## config.mk

```make
export PLATFORM = sky130hd
export DESIGN_NAME = led_driver_rx
export DESIGN_NICKNAME = d
export VERILOG_FILES = /design/src/rtl/led_drv_pkg.sv /design/src/rtl/led_rx_edge_sync.sv /design/src/rtl/led_driver_rx.sv
export SDC_FILE = /design/constraint.sdc
export NUM_CORES = 2
export LEC_CHECK = 0
export CAP_MARGIN = 20
export CORE_AREA = 2 2 452 454
export DETAILED_ROUTE_END_ITERATION = 12
export DIE_AREA = 0 0 454 456
export MAX_ROUTING_LAYER = met4
export PLACE_DENSITY = 0.56
export SLEW_MARGIN = 10
export SYNTH_ARGS = -nofsm -noshare
export SYNTH_HDL_FRONTEND = slang
export SYNTH_SLANG_ARGS = --single-unit
```

## constraint.sdc

```tcl
create_clock -name CLK -period 4.05 [get_ports CLK]
set_input_delay 0.6075 -clock CLK [delete_from_list [all_inputs] [get_ports CLK]]
set_output_delay 0.6075 -clock CLK [all_outputs]
set_load 0.03 [all_outputs]
```

## src/rtl/led_drv_pkg.sv

```systemverilog
// Shared definitions for the LED-driver latch protocol (matrix shifter and receiver).
// Latch layout: bit 768 = select, 767:0 = payload; control frames carry an 8-bit header at 767:760.
package led_drv_pkg;

  localparam int unsigned LATCH_SIZE  = 769;
  localparam int unsigned GS_WIDTH    = 16;
  localparam int unsigned CHANNELS    = 16;
  localparam int unsigned DC_WIDTH    = 7;
  localparam int unsigned COUNT_WIDTH = 11;

  localparam logic [7:0]  CTRL_HEADER = 8'h96;
  localparam int unsigned HDR_LSB     = 760;

  localparam int unsigned DC_LSB  = 0;
  localparam int unsigned MC_LSB  = 336;
  localparam int unsigned BC_LSB  = 345;
  localparam int unsigned FC_LSB  = 366;
  localparam int unsigned DC_BITS = 336;
  localparam int unsigned MC_BITS = 9;
  localparam int unsigned BC_BITS = 21;
  localparam int unsigned FC_BITS = 5;

  typedef struct packed {
    logic [MC_BITS-1:0] mc;
    logic [BC_BITS-1:0] bc;
    logic [FC_BITS-1:0] fc;
  } ctrl_fields_t;

  typedef enum logic [1:0] {
    FRAME_LEN_ERR,
    FRAME_CTRL,
    FRAME_HDR_ERR,
    FRAME_GS
  } frame_kind_t;

  // Classification of a completed latch, from its select bit, header byte and bit count.
  function automatic frame_kind_t classify(input logic                   sel,
                                           input logic [7:0]             header,
                                           input logic [COUNT_WIDTH-1:0] count);
    if (count != COUNT_WIDTH'(LATCH_SIZE)) return FRAME_LEN_ERR;
    if (sel && header == CTRL_HEADER)      return FRAME_CTRL;
    if (sel)                               return FRAME_HDR_ERR;
    return FRAME_GS;
  endfunction

endpackage

```

## src/rtl/led_rx_edge_sync.sv

```systemverilog
// Input conditioning plus rising-edge detect for one receiver pin.
// LED_DRIVER_RX_SYNC_EN selects a 2-flop synchronizer; otherwise a single register stage.
module led_rx_edge_sync (
  input  logic clk,
  input  logic rst_n,
  input  logic din,
  output logic level,
  output logic rise
);

  logic prev;

`ifdef LED_DRIVER_RX_SYNC_EN
  logic meta;

  always_ff @(posedge clk or negedge rst_n) begin
    if (!rst_n) begin
      meta  <= 1'b0;
      level <= 1'b0;
    end else begin
      meta  <= din;
      level <= meta;
    end
  end
`else
  always_ff @(posedge clk or negedge rst_n) begin
    if (!rst_n) level <= 1'b0;
    else        level <= din;
  end
`endif

  always_ff @(posedge clk or negedge rst_n) begin
    if (!rst_n) prev <= 1'b0;
    else        prev <= level;
  end

  assign rise = level & ~prev;

endmodule

```

## src/rtl/led_driver_rx.sv

```systemverilog
// Driver-side receiver for the LED latch protocol: shifts SIN on SCLK, decodes the latch on LAT.
// Build option LED_DRIVER_RX_SYNC_EN adds a 2-flop synchronizer on every input pin.
module led_driver_rx #(
  parameter int unsigned LATCH_SIZE = 769,
  parameter int unsigned GS_WIDTH   = 16,
  parameter int unsigned CHANNELS   = 16
) (
  input  logic                             CLK,
  input  logic                             nReset,
  input  logic                             SIN,
  input  logic                             SCLK,
  input  logic                             LAT,
  output logic                             SOUT,
  output logic [CHANNELS*3*GS_WIDTH-1:0]   gs_data,
  output logic [CHANNELS*3*7-1:0]          dc_data,
  output logic [8:0]                       mc,
  output logic [20:0]                      bc,
  output logic [4:0]                       fc,
  output logic                             gs_update,
  output logic                             ctrl_update,
  output logic                             hdr_err,
  output logic                             len_err,
  output logic [10:0]                      bit_count
);

  import led_drv_pkg::*;

  logic                  sin_c;
  logic                  sin_rise_unused;
  logic                  sclk_level_unused;
  logic                  sclk_rise;
  logic                  lat_level_unused;
  logic                  lat_rise;
  logic [LATCH_SIZE-1:0] shift_reg;
  ctrl_fields_t          ctrl_q;
  frame_kind_t           frame_kind;

  led_rx_edge_sync u_sin (
    .clk   (CLK),
    .rst_n (nReset),
    .din   (SIN),
    .level (sin_c),
    .rise  (sin_rise_unused)
  );

  led_rx_edge_sync u_sclk (
    .clk   (CLK),
    .rst_n (nReset),
    .din   (SCLK),
    .level (sclk_level_unused),
    .rise  (sclk_rise)
  );

  led_rx_edge_sync u_lat (
    .clk   (CLK),
    .rst_n (nReset),
    .din   (LAT),
    .level (lat_level_unused),
    .rise  (lat_rise)
  );

  assign frame_kind = classify(shift_reg[LATCH_SIZE-1], shift_reg[HDR_LSB +: 8], bit_count);

  // Decode reads shift_reg before the shift below takes effect, so a coincident
  // SCLK edge contributes bit 1 of the following frame.
  always_ff @(posedge CLK or negedge nReset) begin
    if (!nReset) begin
      shift_reg   <= '0;
      bit_count   <= '0;
      gs_data     <= '0;
      dc_data     <= '0;
      ctrl_q      <= '0;
      gs_update   <= 1'b0;
      ctrl_update <= 1'b0;
      hdr_err     <= 1'b0;
      len_err     <= 1'b0;
    end else begin
      gs_update   <= 1'b0;
      ctrl_update <= 1'b0;
      hdr_err     <= 1'b0;
      len_err     <= 1'b0;

      if (lat_rise) begin
        unique case (frame_kind)
          FRAME_LEN_ERR: len_err <= 1'b1;
          FRAME_HDR_ERR: hdr_err <= 1'b1;
          FRAME_CTRL: begin
            dc_data     <= shift_reg[DC_LSB +: DC_BITS];
            ctrl_q      <= '{mc: shift_reg[MC_LSB +: MC_BITS],
                             bc: shift_reg[BC_LSB +: BC_BITS],
                             fc: shift_reg[FC_LSB +: FC_BITS]};
            ctrl_update <= 1'b1;
          end
          FRAME_GS: begin
            gs_data   <= shift_reg[LATCH_SIZE-2:0];
            gs_update <= 1'b1;
          end
          default: ;
        endcase
      end

      if (sclk_rise) shift_reg <= {shift_reg[LATCH_SIZE-2:0], sin_c};

      if (lat_rise)                      bit_count <= sclk_rise ? 11'd1 : '0;
      else if (sclk_rise && bit_count != '1) bit_count <= bit_count + 11'd1;
    end
  end

  assign SOUT = shift_reg[LATCH_SIZE-1];
  assign mc   = ctrl_q.mc;
  assign bc   = ctrl_q.bc;
  assign fc   = ctrl_q.fc;

endmodule

```

==> metrics.md <==
| Metric | Value |
|---|---|
| Critical path's largest stage delay | 790 ps |
| Syn Nets | 4123 |
| PortBufs | 1159 |
| Post-route cell area | 94200 um^2 |
| Layout area overhead | 30.8% |
| Peak Freq | 333 MHz |
| CTS tree | yes |
| DIE HEIGHT | 456 um |
| WP data arrival | 3730 ps |
| Average size of a mapped cell | 17.5 um^2 |
| Slowest CP cell | or4b_4 |
| Status | finished, final reports clean |
| CP top delay family | simple AND/OR/NAND/NOR gates |
| CTS buffer count | 205 |
| Most frequent cells in the layout | 1928 x dfrtp_1, 1717 x mux2_2, 1158 x clkdlybuf4s50_1 |
| Post-synthesis adder-cell area fraction | 0.0348% |
| Largest family of logic cells by synthesized area | multiplexers |
| Final Max Tran Viols | 0 |
| Fin crit share | 74.1% |
| Final nets | 5370 |
| Worst skew pair latency | 870 ps |
| Sw Pwr | 8780 uW |
| Setup Fix Bufs, Post-CTS | 0 |
| Initial Utilization | 35.7% |
| Worst min-delay path class | in -> reg |
| Overflow after GRT | 0 |
| All-Layer GR Usage | 20.1% |
| DRC viols | 0 |
| CP max FO | 98 |
| Slew HR | 25.8% |
| CP Cell Sequence | ha_1, nor4b_2, nand4_2, or4b_4, buf_12, mux2_4 |
| Sequential area share after synthesis | 67.0% |
| Via density | 4.79 |
| Synth cell types | 38 |
| Clock Path Buffers | 3 |
| Fillers | 17.7k |
| Routed wire length | 204000 um |
| Largest net degree at the start of global routing | 120 |
| Post-CTS Resized | 0 |
| Synth Warn # | 0 |
| GP Congestion | 0.835 |
| Cts-stage hold buffer count | 1 |
| Max reg flops | 769 |
| Seq cells post-synth | 1928 |
| P per Cell Area | 419 nW/um^2 |
| Final hold violation count | 0 |
| RSZ-0062 raised after global routing | false |
| I/O pin count | 1160 |
| WP data required | 4770 ps |
| Global-route wire length before repair | 299000 um |
| Int Power | 30700 uW |
| CP endpoint kind | register |
| Min Tclk post-route | 3000 ps |
| Mapped Cells | 4116 |
| Routed vias | 39.4k |
| Sw Ratio | 22.3% |
| Placed insts | 7827 |
| Vias in the first global route | 41.3k |
| Drt first-iter violations | 2123 |
| CP Class | reg -> reg |
| Synthesized area | 72000 um^2 |
| Row count | 165 |
| CTS H-Tree Depth | 4 |
| Compound-Gate Fraction of Synth Area | 0.191% |
| CTS root buffer | clkbuf_16 |
| Die width | 454 um |
| TritonCTS Sinks | 1928 |
| Routed Antenna Nets | 0 |
| Most common cell after layout, fill and taps aside | dfrtp_1 |
| Clock slew at reported path FFs | 60 ps |
| Slew @ Worst Pin | 1110 ps |
| Setup TNS | 0 ps |
| Placed inst area | 87100 um^2 |
| Xor and xnor area share after synthesis | 0.0122% |
| Sequential power share | 49.3% |
| Final cell count without fillers | 8209 |
| 1st-pass router iterations | 5 |
| Max-Cap Viols | 0 |
| Final Setup Violations | 0 |
| Post-synthesis mux area share | 30.8% |
| Combinational power share | 2.2% |
| Clock power frac | 48.4% |
| Hpwl dp | 146000 um |
| Die Area | 207000 um^2 |
| Worst Skew | 65.5 ps |
| Crit start category | register |
| Bufs and invs on worst path | 1 |
| Max IR drop VDD | 0.000380 V |
| Initial antenna violation count | 7 |
| DR WL/cell | 24.9 um |
| Final core utilization | 46.7% |
| Simple-Gate Fraction of Synth Area | 0.358% |
| Leak Pwr | 0.0461 uW |
| Share of cells above drive strength 1 | 42.1% |
| Core area | 202000 um^2 |
## power groups by stage
stage,combinational (uW),sequential [uW],clock [uW]
finish,877,19500,19100
global route,995,19500,20500
CTS,922,19500,19700
detailed placement,920,19800,0
global placement,911,19800,0
floorplan,318,19800,0
## path summary, 6_finish.rpt
path | start | end | slack (ps) | cells after the start
min in group asynchronous | nReset | gs_data[339] | 480 | 2
max in group asynchronous | nReset | shift_reg[746] | 2220 | 3
worst min-delay path | SIN | u_sin.level | 200 | 1
worst max-delay path | bit_count[0] | dc_data[147] | 1050 | 6
worst min register to register | u_lat.level | u_lat.prev | 390 | 0
worst max register to register | bit_count[0] | dc_data[147] | 1050 | 6
## layer usage
layer / part of all wire [%] / GRT usage [%]
met3: 5.8 / 5.13
met1: 40 / 23.7
met5: 0 / -
met4: 3.5 / 7.17
met2: 50 / 33.2
## cells in the mapped netlist
library cell | number | area (um^2)
nor2_1 | 7 | 26.3
nand4_1 | 3 | 18.8
a21boi_0 | 1 | 7.51
nor2b_1 | 2 | 12.5
nor4b_2 | 1 | 15.0
buf_6 | 21 | 236
a211oi_1 | 2 | 15.0
a41o_1 | 2 | 20.0
nand2b_1 | 1 | 6.26
nand4bb_1 | 2 | 22.5
a31o_2 | 1 | 8.76
dfrtp_1 | 1928 | 48200
nand4b_1 | 1 | 8.76
a311oi_1 | 1 | 8.76
o221a_2 | 1 | 11.3
nor4_1 | 1 | 6.26
buf_2 | 101 | 505
or4b_1 | 1 | 10.0
o31ai_1 | 1 | 7.51
buf_1 | 3 | 11.3
nand4_2 | 1 | 12.5
nand2_1 | 4 | 15.0
and4_1 | 2 | 17.5
nand3_1 | 3 | 15.0
and3_1 | 5 | 31.3
o211ai_1 | 1 | 7.51
clkbuf_1 | 91 | 342
xnor2_1 | 1 | 8.76
nor4_2 | 1 | 12.5
a31oi_1 | 5 | 31.3
nor3_1 | 3 | 15.0
ha_1 | 2 | 25.0
o21ai_0 | 2 | 10.0
inv_1 | 3 | 11.3
a21oi_1 | 2 | 10.0
mux2_2 | 1717 | 19300
mux2_4 | 190 | 2850
and2_1 | 2 | 12.5
## area by class of cell
class                           instances  area (um^2)  share of cell area [%]
Antenna cell                            2         5.00                 0.00532
Clock buffer                          327         6220                    6.60
Clock inverter                         52          798                   0.848
Inverter                                3         11.3                  0.0120
Multi-Input combinational cell       1969        22600                    24.0
Sequential cell                      1928        48200                    51.2
Tap cell                             2672         3340                    3.55
Timing Repair Buffer                 1256        12900                    13.7
## logic make-up (layout without fill, tap and decap cells)
| logic type | count (synthesis) | count (layout) |
|---|---|---|
| DFF | 1928 | 1928 |
| AOI/OAI and AO/OA | 19 | 19 |
| buffers and inverters | 219 | 1638 |
| muxes | 1907 | 1907 |
| xor gates and xnor gates | 1 | 1 |
| adders and majority gates | 2 | 2 |
| other | 0 | 2 |
| and+or+nand+nor | 40 | 40 |
## through the flow
stage	worst slack, ps	power [uW]	hold WS [ps]
after CTS	1030	40100	95.7
after detailed placement	1030	20700	390
after global routing	842	41000	130
final	1050	39400	198
after global placement	1050	20700	388
after floorplan	1480	20100	312
Note: power is estimated with default switching activity, not from simulation.
